File: config.mk
export PLATFORM = sky130hd
export DESIGN_NAME = gf163_inverter
export DESIGN_NICKNAME = d
export VERILOG_FILES = /design/src/rtl/gf163_inverter.sv
export SDC_FILE = /design/constraint.sdc
export NUM_CORES = 2
export LEC_CHECK = 0
export ABC_AREA = 1
export BUFFER_PORTS_ARGS = -buffer_cell sky130_fd_sc_hd__buf_2
export CORE_ASPECT_RATIO = 0.8
export CORE_MARGIN = 8
export CORE_UTILIZATION = 47
export DETAILED_ROUTE_END_ITERATION = 10
export HOLD_SLACK_MARGIN = 0.1
export REMOVE_ABC_BUFFERS = 1
export SYNTH_ARGS = -nofsm -noshare
export SYNTH_HDL_FRONTEND = slang
export SYNTH_SLANG_ARGS = --single-unit
File: constraint.sdc
create_clock -name CLK -period 7.15 [get_ports CLK]
set_input_delay 1.43 -clock CLK [delete_from_list [all_inputs] [get_ports CLK]]
set_output_delay 1.43 -clock CLK [all_outputs]
set_load 0.01 [all_outputs]
File: src/rtl/gf163_inverter.sv
// Multiplicative inverse in GF(2^163), f(z) = z^163 + z^7 + z^6 + z^3 + 1.
// Binary extended Euclid, one reduction step per clock, start/done handshake.
module gf163_inverter #(
   parameter int         M      = 163,
   parameter logic [M:0] F_POLY = 164'h8_0000_0000_0000_0000_0000_0000_0000_0000_0000_00C9
) (
   input  logic         CLK,
   input  logic         RST,
   input  logic         START,
   input  logic [M-1:0] INV_A,
   output logic [M-1:0] INV_R,
   output logic         DONE,
   output logic         BUSY,
   output logic         ERR
);

   typedef enum logic {
      S_IDLE = 1'b0,
      S_RUN  = 1'b1
   } state_t;

   localparam logic [M-1:0] F_LOW   = F_POLY[M-1:0];
   localparam logic [M-1:0] TOP_BIT = {1'b1, {(M-1){1'b0}}};
   localparam logic [M:0]   ONE_U   = {{M{1'b0}}, 1'b1};
   localparam logic [M-1:0] ONE_G   = {{(M-1){1'b0}}, 1'b1};

   state_t       r_state, w_state_next;
   logic [M:0]   r_u, w_u_next;
   logic [M:0]   r_v, w_v_next;
   logic [M-1:0] r_g1, w_g1_next;
   logic [M-1:0] r_g2, w_g2_next;
   logic [M-1:0] r_res, w_res_next;
   logic         r_done, w_done_next;
   logic         r_busy, w_busy_next;
   logic         r_err, w_err_next;

   logic         w_a_zero;
   logic         w_u_one;
   logic         w_v_one;
   logic         w_u_gt_v;

   // Multiply by z^-1 mod f: an odd g gets f added first so the shift is exact.
   function automatic logic [M-1:0] f_halve(input logic [M-1:0] g);
      logic [M-1:0] t;
      if (g[0] == 1'b0) begin
         t = g >> 1;
      end else begin
         t = ((g ^ F_LOW) >> 1) | TOP_BIT;
      end
      return t;
   endfunction

   assign w_a_zero = (INV_A == '0);
   assign w_u_one  = (r_u == ONE_U);
   assign w_v_one  = (r_v == ONE_U);
   assign w_u_gt_v = (r_u > r_v);

   always_ff @(posedge CLK) begin
      if (RST) begin
         r_state <= S_IDLE;
      end else begin
         r_state <= w_state_next;
      end
   end

   always_ff @(posedge CLK) begin
      if (RST) begin
         r_u    <= '0;
         r_v    <= '0;
         r_g1   <= '0;
         r_g2   <= '0;
         r_res  <= '0;
         r_done <= 1'b0;
         r_busy <= 1'b0;
         r_err  <= 1'b0;
      end else begin
         r_u    <= w_u_next;
         r_v    <= w_v_next;
         r_g1   <= w_g1_next;
         r_g2   <= w_g2_next;
         r_res  <= w_res_next;
         r_done <= w_done_next;
         r_busy <= w_busy_next;
         r_err  <= w_err_next;
      end
   end

   always_comb begin
      w_state_next = r_state;
      w_u_next     = r_u;
      w_v_next     = r_v;
      w_g1_next    = r_g1;
      w_g2_next    = r_g2;
      w_res_next   = r_res;
      w_done_next  = 1'b0;
      w_busy_next  = r_busy;
      w_err_next   = r_err;

      case (r_state)
         S_IDLE: begin
            if (START) begin
               if (w_a_zero) begin
                  w_done_next = 1'b1;
                  w_err_next  = 1'b1;
                  w_res_next  = '0;
               end else begin
                  w_u_next     = {1'b0, INV_A};
                  w_v_next     = F_POLY;
                  w_g1_next    = ONE_G;
                  w_g2_next    = '0;
                  w_busy_next  = 1'b1;
                  w_err_next   = 1'b0;
                  w_state_next = S_RUN;
               end
            end
         end

         S_RUN: begin
            // Invariants: g1*a == u and g2*a == v (mod f).
            if (w_u_one) begin
               w_res_next   = r_g1;
               w_done_next  = 1'b1;
               w_busy_next  = 1'b0;
               w_state_next = S_IDLE;
            end else if (w_v_one) begin
               w_res_next   = r_g2;
               w_done_next  = 1'b1;
               w_busy_next  = 1'b0;
               w_state_next = S_IDLE;
            end else if (r_u[0] == 1'b0) begin
               w_u_next  = r_u >> 1;
               w_g1_next = f_halve(r_g1);
            end else if (r_v[0] == 1'b0) begin
               w_v_next  = r_v >> 1;
               w_g2_next = f_halve(r_g2);
            end else if (w_u_gt_v) begin
               w_u_next  = r_u ^ r_v;
               w_g1_next = r_g1 ^ r_g2;
            end else begin
               w_v_next  = r_v ^ r_u;
               w_g2_next = r_g2 ^ r_g1;
            end
         end

         default: begin
            w_state_next = S_IDLE;
            w_busy_next  = 1'b0;
         end
      endcase
   end

   assign INV_R = r_res;
   assign DONE  = r_done;
   assign BUSY  = r_busy;
   assign ERR   = r_err;

endmodule

==> results.sh <==
export IMPL_status="completed"
export IMPL_die_h_um=301.8
export IMPL_cts_root_buffer_cell="clkbuf_16"
export IMPL_core_area_um2=101900
export IMPL_first_pass_iters=6
export IMPL_dp_slack_ns=1.906
export IMPL_synth_edf_count=0
export IMPL_antenna_found_initial=3
export IMPL_die_area_um2=112600
export IMPL_crit_type="input port to flip-flop"
export IMPL_worst_ep_arrival_time_ns=5.34
export IMPL_grt_pass1_vias=44190
export IMPL_area_delta_synth_final_pct=9.614
export IMPL_die_w_um=373.2
export IMPL_grt_pass1_wl_um=247900
export IMPL_cp_common_cell="nor2_1"
export IMPL_switching_share_pct=35.38
export IMPL_grt_setup_unrepaired="no"
export IMPL_routed_via_density=5.353
export IMPL_numCtsBuffers=90
export IMPL_vias=48010
export IMPL_n_antenna_cell=0
export IMPL_gp_congestion=0.8685
export IMPL_portBuffers=331
export IMPL_post_cts_setup_buffers=0
export IMPL_ant_nets=0
export IMPL_grt_use_total_pct=26.47
export IMPL_setup_violations_final=0
export IMPL_synth_area_leaders="dfxtp_1 (34%), nor2_1 (15%), nand2_1 (10%), a21oi_1 (6.3%), inv_1 (6.1%)"
export IMPL_synthFlopType="dfxtp_1"
export IMPL_yosysWarningCount=0
export IMPL_fmax_mhz=209.9
export IMPL_start_util_pct=47.07
export IMPL_p_comb_share_pct=26.4
export IMPL_start_kind="input port"
export IMPL_fp_row_count=105
export IMPL_ys_types=34
export IMPL_clkPwrFrac_pct=34.3
export IMPL_finClkSkew_ns=0.02780
export IMPL_grt_max_degree=228
export IMPL_cts_tree="built"
export IMPL_endpoint_kind="flip-flop"
export IMPL_netlist_area_um2=47980
export IMPL_clock_latency_ns=0.67
export IMPL_hold_worst_slack_ns=0.4567
export IMPL_dr_first_iter_drc_count=4380
export IMPL_overflow=0
export IMPL_clock_sinks=821
export IMPL_cts_max_level=3
export IMPL_worst_slew_pin_slew_ns=1.236
export IMPL_crit_fanout=82
export IMPL_post_dp_hpwl_um=96850
export IMPL_routedWlPerCell_um=17.44
export IMPL_slew_violations=0
export IMPL_fin_ws_ns=2.386
export IMPL_cts_resized=0
export IMPL_max_clock_path_buffers=3
export IMPL_power_density_nw_per_um2=260.3
export IMPL_required_ns=7.72
export IMPL_p_seq_share_pct=39.3
export IMPL_hold_path_class="flip-flop to flip-flop"
export IMPL_synth_top_cell_area_share_pct=34.25
export IMPL_finalCritPeriodShare_pct=66.63
export IMPL_synth_cells=7597
export IMPL_power_total_mw=13.69
export IMPL_ctsHoldBuffers=0
export IMPL_drc=0
export IMPL_path_clk_slew_ns=0.07
export IMPL_synth_avg_cell_area_um2=6.316
export IMPL_irDropWorstVdd_v=0.0001722
export IMPL_slew_headroom_pct=17.62
export IMPL_nets=7893
export IMPL_critPathMaxStageDelay_ns=0.89
export IMPL_io_pins=332
export IMPL_final_layout_size_suffix_gt1_share_pct=7.284
export IMPL_yosysTopAreaCell="dfxtp_1"
export IMPL_ys_async_sr_fraction_pct=0
export IMPL_ys_ff_latch=821
export IMPL_cp_slowest_cell="nor4_1"
export IMPL_wl_um=156400
export IMPL_maxCapViolCount=0
export IMPL_finalHoldViolCount=0
export IMPL_fill_cells=10660
export IMPL_p_leak_nw=24.04
export IMPL_yosysSeqAreaShare_pct=34.25
export IMPL_crit_chain="buf_2, nor4_1, nand3_1, nor2_1, nand2_1, nor2_1, nand3_1, nand2_1, nor2_1, nand2_8, inv_4, buf_4, nor2_1, nor2_1, nor2_1"
export IMPL_min_period_ns=4.764
export IMPL_p_int_mw=8.846
export IMPL_power_switching_mw=4.844
## logic make-up after synthesis
logic type / share of synthesized area, %
buffers and inverters: 10.97
flip-flops: 34.25
AO/OA/AOI/OAI: 17.93
adder cells (fa/ha/maj): 4.276
XOR/XNOR: 3.085
AND/OR/NAND/NOR: 29.49
## metrics by stage
step                      utilization (%)  TNS (ns)  instances  area (µm²)
after global placement              48.74         0       8808       49690
after CTS                           51.59         0       8970       52600
final                               51.59         0       8970       52600
after floorplan                         -  -9511.91       7087       45690
after global routing                51.59         0       8970       52600
after detailed placement            48.74         0       8808       49690
## cells in the final DEF, fill, tap and decap left out, types with 3 or more instances in the layout
master / synthesis / routed
nor4_1: 67 / 66
clkinvlp_4: 0 / 3
inv_4: 0 / 3
clkbuf_8: 0 / 20
xnor2_1: 169 / 169
nor2_1: 1879 / 1878
a21oi_1: 606 / 606
clkinv_2: 0 / 16
nor2_2: 3 / 3
nand3_1: 206 / 205
buf_2: 110 / 330
nand2_1: 1326 / 1319
ha_1: 164 / 164
inv_1: 784 / 781
bufinv_16: 0 / 3
o21ai_0: 577 / 577
buf_12: 0 / 10
o211ai_1: 58 / 58
a21o_1: 5 / 5
nand2_4: 1 / 7
inv_2: 4 / 3
nor3_1: 21 / 20
o22ai_1: 241 / 241
o21a_1: 8 / 8
dfxtp_1: 821 / 819
buf_4: 33 / 43
clkbuf_1: 333 / 23
nand4_1: 69 / 69
inv_6: 0 / 6
o211a_1: 64 / 64
nand3b_1: 4 / 4
clkbuf_16: 0 / 92
## final timing paths
| check | start | to | slack, ns | cells past startpoint |
|---|---|---|---|---|
| max | INV_A[126] | r_v[136] | 2.39 | 15 |
| min | INV_R[23] | INV_R[23] | 0.46 | 2 |
| max reg2reg | r_u[113] | INV_R[158] | 2.49 | 10 |
| min reg2reg | INV_R[23] | INV_R[23] | 0.46 | 2 |
## critical path: cells and delay by family
| kind | cells | cell delay [ns] |
|---|---|---|
| buf+inv | 3 | 0.98 |
| simple gates | 12 | 2.83 |
## layer usage
layer	wire length (µm)	vias up	GRT usage (%)
met3	10200	230	3.946
met2	66310	1405	41.03
met5	38	-	0
li1	-	24320	-
met4	4526	6	7.967
met1	75370	22050	37.99
## sequential cells by signal, summed over array words and instances, names as in the netlist
signal   cells
r_state      1
DONE         1
BUSY         1
r_u        164
r_g2       163
r_v        164
r_g1       163
INV_R      163
ERR          1
## power groups by stage
stage	clock network [mW]	registers, mW	logic, mW
2_1_floorplan	0	5.41	2.66
4_1_cts	4.80	5.37	3.58
6_report	4.70	5.38	3.61
3_3_place_gp	0	5.46	3.53
5_1_grt	4.98	5.43	4.07
3_5_place_dp	0	5.47	3.56
## final cells by class
| class | instances | area (µm²) | area share, % |
|---|---|---|---|
| inverter | 790 | 2990 | 5.685 |
| sequential | 821 | 16440 | 31.26 |
| timing repair buffer | 384 | 2188 | 4.161 |
| multi-input combinational | 5476 | 26390 | 50.18 |
| tap | 1337 | 1673 | 3.180 |
| clock inverter | 28 | 260.3 | 0.4948 |
| clock buffer | 134 | 2650 | 5.038 |
## synth_stat cells (17+ instances only)
master and instances:
o21ai_0 577, nand3_1 206, o211a_1 64, dfxtp_1 821, a21oi_1 606, clkbuf_1 333, nor4_1 67, o211ai_1 58
o22ai_1 241, nand4_1 69, xnor2_1 169, inv_1 784, nand2_1 1326, nor2_1 1879, nor3_1 21, buf_1 17
buf_2 110, ha_1 164, buf_4 33
No activity file was read; power rests on OpenSTA's default activity.
